### src/rtl/pixel_mem_ctrl.sv
// pixel_mem_ctrl: MEM-stage controller for the banked pixel memory.
//   Decodes linear load addresses into bank-select/offset reads of the input pixel banks.
//   Sequences stores into the output frame buffer through a wrapping write pointer.
//   A round-robin arbiter shares the single memory slot between the load and store ports.
// Ports:
//   clk_i, rst_i                  clock, synchronous active-high reset
//   ld_req_i/ld_addr_i/ld_rd_i    load request, linear address, destination tag
//   ld_ready_o                    load accepted this cycle
//   ld_valid_o/ld_data_o          one-cycle response strobe, zero-extended pixel
//   ld_rd_out_o/ld_err_o          echoed tag, out-of-range flag
//   st_req_i/st_data_i/st_ready_o store request, pixel, accepted this cycle
//   bank_rd_en_o/bank_sel_o/bank_addr_o/bank_rdata_i   input bank read port
//   out_we_o/out_addr_o/out_wdata_o                    output frame buffer write port
//   frame_done_o                  pulses with the final write of a frame
//   pix_count_o                   current write pointer
module pixel_mem_ctrl #(
    parameter int unsigned BANK_DEPTH  = 65000,
    parameter int unsigned NUM_BANKS   = 10,
    parameter int unsigned LAST_DEPTH  = 29392,
    parameter int unsigned PIXEL_COUNT = 304200
) (
    input  logic        clk_i,
    input  logic        rst_i,
    input  logic        ld_req_i,
    input  logic [31:0] ld_addr_i,
    input  logic [6:0]  ld_rd_i,
    output logic        ld_ready_o,
    output logic        ld_valid_o,
    output logic [31:0] ld_data_o,
    output logic [6:0]  ld_rd_out_o,
    output logic        ld_err_o,
    input  logic        st_req_i,
    input  logic [7:0]  st_data_i,
    output logic        st_ready_o,
    output logic        bank_rd_en_o,
    output logic [3:0]  bank_sel_o,
    output logic [15:0] bank_addr_o,
    input  logic [7:0]  bank_rdata_i,
    output logic        out_we_o,
    output logic [18:0] out_addr_o,
    output logic [7:0]  out_wdata_o,
    output logic        frame_done_o,
    output logic [18:0] pix_count_o
);
    localparam int unsigned ADDR_LIMIT = (NUM_BANKS - 1) * BANK_DEPTH + LAST_DEPTH;
    localparam logic GrantLoad  = 1'b0;
    localparam logic GrantStore = 1'b1;

    typedef enum logic [1:0] {StIdle, StRdIssue, StRdWait, StResp} state_e;

    state_e      state_q, state_d;
    logic        last_grant_q, last_grant_d;
    logic [6:0]  tag_q, tag_d;
    logic        ld_valid_q, ld_valid_d;
    logic [31:0] ld_data_q, ld_data_d;
    logic [6:0]  ld_rd_out_q, ld_rd_out_d;
    logic        ld_err_q, ld_err_d;
    logic        bank_rd_en_q, bank_rd_en_d;
    logic [3:0]  bank_sel_q, bank_sel_d;
    logic [15:0] bank_addr_q, bank_addr_d;
    logic        out_we_q, out_we_d;
    logic [18:0] out_addr_q, out_addr_d;
    logic [7:0]  out_wdata_q, out_wdata_d;
    logic        frame_done_q, frame_done_d;
    logic [18:0] pix_count_q, pix_count_d;

    logic        grant_ld, grant_st;
    logic        addr_ok;
    logic [3:0]  dec_bank;
    logic [31:0] dec_off;

    // Bank decode as a compare chain: the highest bank base not above the address wins.
    always_comb begin
        dec_bank = '0;
        dec_off  = ld_addr_i;
        for (int unsigned k = 1; k < NUM_BANKS; k++) begin
            if (ld_addr_i >= k * BANK_DEPTH) begin
                dec_bank = 4'(k);
                dec_off  = ld_addr_i - k * BANK_DEPTH;
            end
        end
    end

    assign addr_ok = (ld_addr_i < ADDR_LIMIT);

    // Round robin only matters under contention; a lone requester always wins.
    always_comb begin
        grant_ld = 1'b0;
        grant_st = 1'b0;
        if (state_q == StIdle && !rst_i) begin
            if (ld_req_i && st_req_i) begin
                grant_ld = (last_grant_q == GrantStore);
                grant_st = (last_grant_q == GrantLoad);
            end else begin
                grant_ld = ld_req_i;
                grant_st = st_req_i;
            end
        end
    end

    always_comb begin
        state_d      = state_q;
        last_grant_d = last_grant_q;
        tag_d        = tag_q;
        ld_valid_d   = 1'b0;
        ld_data_d    = ld_data_q;
        ld_rd_out_d  = ld_rd_out_q;
        ld_err_d     = 1'b0;
        bank_rd_en_d = 1'b0;
        bank_sel_d   = bank_sel_q;
        bank_addr_d  = bank_addr_q;
        out_we_d     = 1'b0;
        out_addr_d   = out_addr_q;
        out_wdata_d  = out_wdata_q;
        frame_done_d = 1'b0;
        pix_count_d  = pix_count_q;
        unique case (state_q)
            StIdle: begin
                if (grant_ld) begin
                    last_grant_d = GrantLoad;
                    tag_d        = ld_rd_i;
                    if (addr_ok) begin
                        bank_rd_en_d = 1'b1;
                        bank_sel_d   = dec_bank;
                        bank_addr_d  = dec_off[15:0];
                        state_d      = StRdIssue;
                    end else begin
                        // Out of range: skip the bank read and answer with an error.
                        ld_valid_d  = 1'b1;
                        ld_err_d    = 1'b1;
                        ld_data_d   = '0;
                        ld_rd_out_d = ld_rd_i;
                        state_d     = StResp;
                    end
                end else if (grant_st) begin
                    last_grant_d = GrantStore;
                    out_we_d     = 1'b1;
                    out_addr_d   = pix_count_q;
                    out_wdata_d  = st_data_i;
                    if (pix_count_q == 19'(PIXEL_COUNT - 1)) begin
                        pix_count_d  = '0;
                        frame_done_d = 1'b1;
                    end else begin
                        pix_count_d = pix_count_q + 19'd1;
                    end
                end
            end
            StRdIssue: state_d = StRdWait;
            StRdWait: begin
                ld_valid_d  = 1'b1;
                ld_data_d   = {24'b0, bank_rdata_i};
                ld_rd_out_d = tag_q;
                state_d     = StResp;
            end
            StResp: state_d = StIdle;
            default: state_d = StIdle;
        endcase
    end

    always_ff @(posedge clk_i) begin
        if (rst_i) begin
            state_q      <= StIdle;
            last_grant_q <= GrantStore;
            tag_q        <= '0;
            ld_valid_q   <= 1'b0;
            ld_data_q    <= '0;
            ld_rd_out_q  <= '0;
            ld_err_q     <= 1'b0;
            bank_rd_en_q <= 1'b0;
            bank_sel_q   <= '0;
            bank_addr_q  <= '0;
            out_we_q     <= 1'b0;
            out_addr_q   <= '0;
            out_wdata_q  <= '0;
            frame_done_q <= 1'b0;
            pix_count_q  <= '0;
        end else begin
            state_q      <= state_d;
            last_grant_q <= last_grant_d;
            tag_q        <= tag_d;
            ld_valid_q   <= ld_valid_d;
            ld_data_q    <= ld_data_d;
            ld_rd_out_q  <= ld_rd_out_d;
            ld_err_q     <= ld_err_d;
            bank_rd_en_q <= bank_rd_en_d;
            bank_sel_q   <= bank_sel_d;
            bank_addr_q  <= bank_addr_d;
            out_we_q     <= out_we_d;
            out_addr_q   <= out_addr_d;
            out_wdata_q  <= out_wdata_d;
            frame_done_q <= frame_done_d;
            pix_count_q  <= pix_count_d;
        end
    end

    assign ld_ready_o   = grant_ld;
    assign st_ready_o   = grant_st;
    assign ld_valid_o   = ld_valid_q;
    assign ld_data_o    = ld_data_q;
    assign ld_rd_out_o  = ld_rd_out_q;
    assign ld_err_o     = ld_err_q;
    assign bank_rd_en_o = bank_rd_en_q;
    assign bank_sel_o   = bank_sel_q;
    assign bank_addr_o  = bank_addr_q;
    assign out_we_o     = out_we_q;
    assign out_addr_o   = out_addr_q;
    assign out_wdata_o  = out_wdata_q;
    assign frame_done_o = frame_done_q;
    assign pix_count_o  = pix_count_q;

endmodule

### config.mk
export PLATFORM = sky130hd
export DESIGN_NAME = pixel_mem_ctrl
export DESIGN_NICKNAME = d
export VERILOG_FILES = /design/src/rtl/pixel_mem_ctrl.sv
export SDC_FILE = /design/constraint.sdc
export NUM_CORES = 1
export LEC_CHECK = 0
export CAP_MARGIN = 20
export CORE_UTILIZATION = 45
export DETAILED_ROUTE_END_ITERATION = 6
export PLACE_DENSITY = 0.8
export SLEW_MARGIN = 20
export SYNTH_ARGS = -nofsm -noshare
export SYNTH_HDL_FRONTEND = slang
export SYNTH_SLANG_ARGS = --single-unit
### constraint.sdc
create_clock -name clk_i -period 3.4 [get_ports clk_i]
set_clock_uncertainty 0.2 [all_clocks]
set_input_delay 0.51 -clock clk_i [delete_from_list [all_inputs] [get_ports clk_i]]
set_output_delay 0.51 -clock clk_i [all_outputs]
set_load 0.02 [all_outputs]
==> impl_metrics.ini, run 1 <==
[routing]
detail_route.wirelength_um = 22500
wl_per_cell_um = 17.2
dr_total_vias = 7475
drtPass1Iterations = 5
routed_via_density = 5.70
ant_nets = 0
route.detailed.drc = 0
drt_iter0_markers = 630

[yosys]
synth-edff-count = 0
ys_types = 79
syn-cell-area_um2 = 6360
synth-seq-cells = 96
synth_warnings = 0
synthFlopType = dfxtp_1
syn-instance-count = 836
synth_area_per_cell_um2 = 7.61
synthArstFlopShare_pct = 0
yosysSeqAreaShare_pct = 30.2

[grt]
gr-total-overflow = 0
grt_busiest_layer = met2
grt_pass1_wl_um = 35200
grt_max_degree = 44
use_met2_pct = 47.8
grt_util_met1_pct = 41.2
grt_pass1_vias = 6898
antenna_found_initial = 0
grt_util_met3_pct = 5.45
grt_usage_pct = 30.3

[run]
drv_cap = 0

[power_and_ir_drop]
p_leak_uw = 0.00383
powerDensity_nw_per_um2 = 354
ir_drop_mv = 0.269

[layout]
nFillCells = 1112
final_nets = 1207
fin_cells = 1312
final_layout_size_suffix_gt1_share_pct = 24.6
num_antenna_cells = 0
syn_to_final_growth_pct = 52.5

[sta]
setup_viol = 0
drv_slew = 0
fin_ws_ns = 0.0606
timing.final.crit_share_pct = 98.2
tightestPinTransition_ns = 0.760
rsz0062_at_grt = true
relSlewSlack_pct = 49.4
min_period_ns = 3.34
max_freq_mhz = 299
finalHoldViolations = 0

[cts]
cts_root_buffer = clkbuf_16
numCtsBuffers = 9
cts.sinks = 96
postCtsHoldBufs = 0
clock_path_buffers = 2
htreeDepth = 3
cts.clk_slew.worst_paths_ns = 0.07
cts_tree = built
worstSkewPairLatency_ns = 0.34

[worst_setup_path]
worst_path_most_repeated_cell = a211oi_1
critPathSlowestCell = or4_4
crit_path_end_kind = flip-flop
worstPathRequired_ns = 3.46
critPathKind = input port to flip-flop
start_kind = input port
slowest_delay_ns = 0.60
crit_chain = clkdlybuf4s50_1 > nor3_4 > nand4_4 > or4_4 > o31a_1 > buf_6 > buf_4 > a211oi_1 > a31oi_2 > xnor2_1 > a211oi_1
crit_fanout = 5
critPathArrivalTime_ns = 3.40

[die]
ios = 171
die-area_um2 = 14600
chipWidth_um = 121
start_util_pct = 46.0
die_h_um = 121
coreArea_um2 = 13800
rows = 43

[placed_design]
port_buffers = 146
pre_cts_slack_ns = -0.542
place.gp.congestion = 1.00
dp_cells = 1289
dp.final_hpwl_um = 16800

[status]
status = finished clean

[hold_path]
hp-class = flip-flop to flip-flop
what timing repair did:
item,4_1_cts,5_1_grt
setup buffers,5,2
resized for setup,37,40
pin swaps,18,17
setup endpoints to repair,13,14
sequential cells by signal, indices dropped and copies added, names as in the netlist:
signal	flops
ld_valid_o	1
ld_rd_out_o	7
ld_err_o	1
bank_rd_en_o	1
out_wdata_o	8
bank_sel_o	4
frame_done_o	1
bank_addr_o	16
pix_count_o	19
state_q	2
ld_data_o	8
tag_q	7
out_addr_o	19
out_we_o	1
last_grant_q	1
logic make-up after synthesis:
group,Yosys count,share of synthesized area (%)
other,1,0.0589
buffers and inverters,107,9.05
xor gates and xnor gates,21,2.89
adders and majority gates,21,4.13
and+or+nand+nor,347,27.3
AOI/OAI and AO/OA,228,24.0
DFF,96,30.2
muxes,15,2.38
layout make-up:
cell class                 count  area (um^2)  share of cell area [%]
multi-input combinational    656         4200                    43.3
timing repair buffer         341         2940                    30.3
sequential                    96         1920                    19.8
clock buffer                  11          243                    2.50
tap                          180          225                    2.32
clock inverter                 5         86.3                   0.890
inverter                      23         86.3                   0.890
through the flow:
| stage | total power [uW] | hold WS [ns] | instance area [um^2] | setup TNS, ns | util, % |
|---|---|---|---|---|---|
| finish | 3430 | 0.252 | 9700 | 0 | 70.2 |
| floorplan | 1870 | 0.236 | 6450 | -0.0395 | - |
| detailed placement | 2300 | 0.244 | 9050 | -7.21 | 65.5 |
| CTS | 3430 | 0.253 | 9520 | 0 | 68.8 |
| global route | 3590 | 0.267 | 9700 | -0.0485 | 70.2 |
| global placement | 2280 | 0.239 | 9050 | -6.64 | 65.5 |
worst paths after layout:
path / start / end / slack, ns / cells past startpoint
worst max-delay path: ld_addr_i[28] / bank_addr_o[11] / 0.06 / 11
worst max register to register: state_q[0] / pix_count_o[17] / 0.62 / 11
worst min-delay path: ld_data_o[7] / ld_data_o[7] / 0.25 / 2
worst min register to register: ld_data_o[7] / ld_data_o[7] / 0.25 / 2
routing by layer:
metal | wire length (um) | part of all wire (%) | up-vias
met5 | 0 | 0 | -
met4 | 642 | 2.9 | 0
met3 | 1720 | 7.6 | 58
met2 | 10300 | 46 | 354
met1 | 9810 | 44 | 3525
li1 | - | - | 3538
report_power, final:
part           leakage, uW  switching [uW]  internal, uW  total (uW)
Clock             0.000161             447           673        1120
Sequential        0.000777            47.9          1210        1260
Combinational      0.00290             590           459        1050
Yosys cell counts, types with 3 or more instances:
| library cell | instances | area share (%) |
|---|---|---|
| or4_1 | 7 | 0.83 |
| or2_2 | 5 | 0.49 |
| nand3_1 | 22 | 1.7 |
| xnor2_1 | 7 | 0.96 |
| inv_1 | 20 | 1.2 |
| o31ai_1 | 5 | 0.59 |
| clkbuf_1 | 37 | 2.2 |
| o22ai_1 | 4 | 0.39 |
| a21boi_0 | 3 | 0.35 |
| buf_2 | 9 | 0.71 |
| nor4_1 | 11 | 1.1 |
| ha_1 | 21 | 4.1 |
| or3_1 | 11 | 1.1 |
| o211ai_1 | 8 | 0.94 |
| o21bai_1 | 3 | 0.35 |
| a211o_1 | 6 | 0.83 |
| a211oi_2 | 3 | 0.59 |
| buf_4 | 28 | 3.3 |
| buf_6 | 7 | 1.2 |
| mux2i_1 | 14 | 2.2 |
| dfxtp_1 | 96 | 30 |
| and2_1 | 6 | 0.59 |
| a31oi_1 | 10 | 0.98 |
| nand2_1 | 129 | 7.6 |
| xor2_1 | 14 | 1.9 |
| nand2b_1 | 6 | 0.59 |
| nor4b_1 | 3 | 0.41 |
| nor2b_1 | 3 | 0.30 |
| a21oi_1 | 80 | 6.3 |
| nor2_1 | 70 | 4.1 |
| o21ai_0 | 28 | 2.2 |
| a211oi_1 | 23 | 2.7 |
| a22oi_1 | 5 | 0.59 |
| a21o_1 | 9 | 1.1 |
| and3_1 | 12 | 1.2 |
| a311o_1 | 3 | 0.47 |
| nand3b_1 | 8 | 0.94 |
| o221ai_1 | 4 | 0.55 |
| o21ai_1 | 5 | 0.39 |
| nor4bb_1 | 3 | 0.47 |
| nand4_1 | 11 | 1.1 |
| o21a_1 | 5 | 0.59 |
| nor3_1 | 23 | 1.8 |
critical path: cells and delay by family:
family	cells	cell delay [ns]
AND/OR/NAND/NOR	3	1.00
AO/OA/AOI/OAI	4	0.98
buffers and inverters	3	0.76
XOR/XNOR	1	0.15
placed cells by master (no fill, tap or decap), types with 8 or more instances in the layout:
cell,n
a211oi_1,20
a21o_1,9
a21oi_1,77
and3_1,10
buf_4,193
clkbuf_16,9
clkdlybuf4s50_1,129
conb_1,24
dfxtp_1,96
dlymetal6s2s_1,9
ha_1,16
inv_1,17
mux2i_1,14
nand2_1,129
nand3_1,21
nand3b_1,8
nand4_1,11
nor2_1,69
nor3_1,22
nor4_1,8
o211ai_1,8
o21ai_0,22
or3_1,11
xor2_1,14
Note: power is estimated with default switching activity, not from simulation.
==> inputs of run 2 (changes only) <==
- CAP_MARGIN: 20 -> default
- CORE_MARGIN: default -> 2
==> run 2 against run 1 <==
- non-clock buffer count decreased by 3
- via count fell by 0.92%
- clock power fell by 16%
- core utilization decreased by 1.1 points
- setup slack got worse by 0.021 ns
- hold slack worse by 0.018 ns
- cell count is 0.23% lower
- clock-buffer cell count did not move
- combinational power barely moved
- sequential power about the same
- global-route usage down 1.1 points
- maximum frequency fell by 0.62%
- critical endpoint is now bank_addr_o[12]
- largest cell class unchanged
- largest power group unchanged
==> impl_metrics.ini, run 2 (synthesis results as in run 1) <==
[status]
status = finished clean

[layout]
final_nets = 1204
fin_cells = 1309
post-route-util_pct = 69.1
final_common_cell = buf_4
num_antenna_cells = 0
final_cell_mix = buf_4, nand2_1, clkdlybuf4s50_1
stdcell_area_um2 = 9560
syn_to_final_growth_pct = 50.2
final_layout_size_suffix_gt1_share_pct = 23.6

[placed_design]
place.gp.congestion = 1.02
dp_cells = 1287
port_buffers = 146
dp.final_hpwl_um = 17200
placed_area_um2 = 9040

[sta]
setup_viol = 0
fin_setup_tns_ns = 0
tightestPinTransition_ns = 0.848
rsz0062_at_grt = true
drv_slew = 0
max_freq_mhz = 298
finalHoldViolations = 0
timing.final.crit_share_pct = 98.8
min_period_ns = 3.36
holdWs_ns = 0.234
relSlewSlack_pct = 43.5

[power_and_ir_drop]
internal_power_uw = 2190
switchingPower_uw = 1080
p_leak_uw = 0.00380
powerDensity_nw_per_um2 = 343
seqPwrFrac_pct = 38.5
clkPwrFrac_pct = 28.7
ir_drop_mv = 0.344
combPwrFrac_pct = 32.8
swShare_pct = 33.1

[grt]
antenna_found_initial = 0
grt_util_met3_pct = 4.29
grt_pass1_wl_um = 34900
gr-total-overflow = 0
grt_usage_pct = 29.2
grt_util_met1_pct = 39.8
grt_busiest_layer = met2
use_met2_pct = 48.2
grt_pass1_vias = 6704
grt_max_degree = 77

[cts]
cts.sinks = 96
numCtsBuffers = 9
postCtsHoldBufs = 0
htreeDepth = 3
cts_root_buffer = clkbuf_16
clock_path_buffers = 2
worstSkewPairLatency_ns = 0.35
cts.clk_slew.worst_paths_ns = 0.07
cts_tree = built

[hold_path]
hp-class = input port to flip-flop
hold_path_depth = 2

[worst_setup_path]
crit_path_end_kind = flip-flop
crit_fanout = 4
critPathArrivalTime_ns = 3.40
reg2regPathDepth = 10
start_kind = input port
worstPathRequired_ns = 3.44
critPathKind = input port to flip-flop

[die]
rows = 43
coreArea_um2 = 13800
ios = 171
start_util_pct = 46.0
chipWidth_um = 123
die_h_um = 123
die-area_um2 = 15100

[routing]
dr_total_vias = 7406
route.detailed.drc = 0
drtPass1Iterations = 7
drt_iter0_markers = 639
routed_via_density = 5.66
detail_route.wirelength_um = 22600
ant_nets = 0
wl_per_cell_um = 17.3

[run]
drv_cap = 0
run 2: timing repair:
action                     4_1_cts  5_1_grt
setup buffers                    2        4
gates resized for setup         36       31
setup endpoints to repair       17       13
pin swaps                        9       19
run 2: cell type report:
class,count,area [um^2]
sequential,96,1920
tap,180,225
fill,1165,4270
clock buffer,11,233
multi-input combinational,656,4130
inverter,23,86.3
timing repair buffer,338,2920
clock inverter,5,40.0
run 2: per-layer routing:
layer  routed length, um  part of all wire (%)
met3                1630                   7.2
met4                 452                   2.0
met1               10000                    44
met2               10500                    46
met5                   0                     0
run 2: worst max-delay path, stage by stage:
cell and delay, ns:
clkdlybuf4s50_1 0.53, nand2_1 0.09, or3_4 0.34, or4_4 0.51
and2_4 0.18, o211a_1 0.12, or3_1 0.32, a22oi_1 0.18
mux2_2 0.37, a2111oi_2 0.26
run 2: worst paths after layout:
kind / start / end / slack, ns
worst max-delay path: ld_addr_i[12] / bank_addr_o[12] / 0.04
worst min-delay path: rst_i / state_q[0] / 0.23
worst max register to register: state_q[0] / pix_count_o[16] / 0.65
worst min register to register: ld_data_o[2] / ld_data_o[2] / 0.25
run 2: stage by stage:
| stage | power (uW) | worst slack, ns |
|---|---|---|
| final | 3280 | 0.0396 |
| after global routing | 3440 | -0.0442 |
| after CTS | 3280 | 0.00176 |
| after detailed placement | 2330 | -0.800 |
| after global placement | 2310 | -0.688 |
| after floorplan | 1870 | -0.0395 |
run 2: power by group through the flow:
stage / Sequential, uW / Combinational (uW) / Clock, uW
finish: 1260 / 1080 / 941
global route: 1270 / 1160 / 1010
CTS: 1260 / 1060 / 961
detailed placement: 1290 / 1050 / 0
global placement: 1280 / 1030 / 0
floorplan: 1350 / 519 / 0
==> inputs of run 3 (changes only) <==
- CORE_UTILIZATION: 45 -> 58
- DONT_BUFFER_PORTS: default -> 1
- PLACE_DENSITY: 0.8 -> 0.78
==> run 3 against run 2 <==
- via count shrank 14%
- non-clock buffer count shrank 253
- register-to-register slack lost 0.10 ns
- first-iteration DRC count shrank 17%
- routed wire length shrank 12%
- die area shrank 22%
- sequential power grew 7%
- sequential share of layout area grew 7.3 points
==> impl_metrics.ini, run 3 (synthesis results as in run 1) <==
[run]
drv_cap = 0

[worst_setup_path]
crit_buf_inv = 1
regToRegSetupSlack_ns = 0.55
worstPathRequired_ns = 3.46
start_kind = input port
slowest_delay_ns = 0.44
crit_chain = inv_1 > ha_1 > nor4bb_1 > nand3_1 > or4_4 > and2_1 > o211a_1 > or3_1 > a22oi_1 > mux2_1 > a2111oi_2
critPathLaunch = ld_addr_i[6]
critPathKind = input port to flip-flop
r2r_start = state_q[0]
cp_top_family = simple AND/OR/NAND/NOR gates
critPathSlowestCell = or4_4
critPathArrivalTime_ns = 3.18
crit_fanout = 13
crit_path_end_kind = flip-flop

[sta]
max_freq_mhz = 321
timing.final.crit_share_pct = 91.7
finalHoldViolations = 0
drv_slew = 0
setup_viol = 0
tightestPinTransition_ns = 0.850
relSlewSlack_pct = 43.2
min_period_ns = 3.12
rsz0062_at_grt = false

[layout]
final_layout_size_suffix_gt1_share_pct = 13.6
num_antenna_cells = 0
final_common_cell = nand2_1
post-route-util_pct = 64.9
final_nets = 951
syn_to_final_growth_pct = 10.2
nFillCells = 927
final_cell_mix = nand2_1, dfxtp_1, a21oi_1
fin_cells = 1016

[routing]
ant_nets = 0
routed_via_density = 6.28
wl_per_cell_um = 19.5
drtPass1Iterations = 7
detail_route.wirelength_um = 19800
route.detailed.drc = 0
drt_iter0_markers = 529
dr_total_vias = 6381

[die]
chipWidth_um = 109
rows = 38
coreArea_um2 = 10800
start_util_pct = 58.9
die_h_um = 109
ios = 171
die-area_um2 = 11800

[grt]
gr-total-overflow = 0
grt_pass1_vias = 5738
grt_pass1_wl_um = 29500
grt_usage_pct = 31.7
grt_max_degree = 80
antenna_found_initial = 0

[cts]
cts.sinks = 96
worstSkewPairLatency_ns = 0.36
cts.clk_slew.worst_paths_ns = 0.09
numCtsBuffers = 9
cts_root_buffer = clkbuf_8
postCtsHoldBufs = 2
cts_setup_buffers = 0
clock_path_buffers = 2
ctsResizeCount = 0
cts_tree = built
htreeDepth = 3

[placed_design]
port_buffers = 0
dp_cells = 993
place.gp.congestion = 0.980
dp.final_hpwl_um = 14600

[power_and_ir_drop]
finalPower_uw = 2760
powerDensity_nw_per_um2 = 394
ir_drop_mv = 0.398
p_leak_uw = 0.00261

[hold_path]
hold_start = rst_i
hp-class = input port to flip-flop

[status]
status = finished clean
## run 3: changes by cell type in the layout (fill, tap and decap cells not counted), moves of 7 or more
cell and change:
clkdlybuf4s50_1 -128, buf_4 -112, clkbuf_8 +11, clkbuf_16 -9, dlymetal6s2s_1 -9, dlygate4sd2_1 -8, dlygate4sd3_1 +7
## run 3: layer usage
metal,up-vias,GRT usage (%),share of wire (%)
met4,0,8.24,1.9
met3,40,9.44,11
met1,2970,43.0,42
met5,-,0,0
li1,3023,-,-
met2,348,49.1,45
## run 3: layout make-up
cell class	count	area, um^2	share of cell area [%]
clock buffers	13	159	2.27
clock inverters	3	47.5	0.678
inverters	23	86.3	1.23
multi-input cells	656	3950	56.4
flip-flops and latches	96	1920	27.4
well taps	140	175	2.50
repair buffers	85	668	9.53
## run 3: path summary, 6_finish.rpt
| kind | endpoint | cells past startpoint |
|---|---|---|
| setup reg to reg | pix_count_o[18] | 9 |
| setup / recovery | bank_addr_o[12] | 11 |
| hold / removal | ld_rd_out_o[6] | 1 |
| hold reg to reg | tag_q[1] | 2 |
## run 3: report_power, final
group / internal, uW / switching, uW
Combinational: 237 / 395
Sequential: 1210 / 134
Clock: 387 / 393
## run 3: worst register-to-register path, cell delays in order (launching register included)
cell	delay, ns
dfxtp_1	0.33
inv_1	0.08
ha_1	0.34
nand2_1	0.12
a211o_1	0.50
or3_1	0.54
nor2_1	0.29
nand3_1	0.15
xor2_1	0.16
nor2_1	0.05
## run 3: stage by stage
step | hold WS (ns) | setup WS, ns | TNS, ns | cell area, um^2
finish | 0.0187 | 0.282 | 0 | 7010
global route | 0.000217 | 0.114 | 0 | 7010
CTS | 0.000146 | 0.292 | 0 | 6960
detailed placement | 0.242 | -0.0835 | -0.131 | 6730
global placement | 0.235 | -0.0134 | -0.0259 | 6730
floorplan | 0.236 | -0.0395 | -0.0395 | 6450
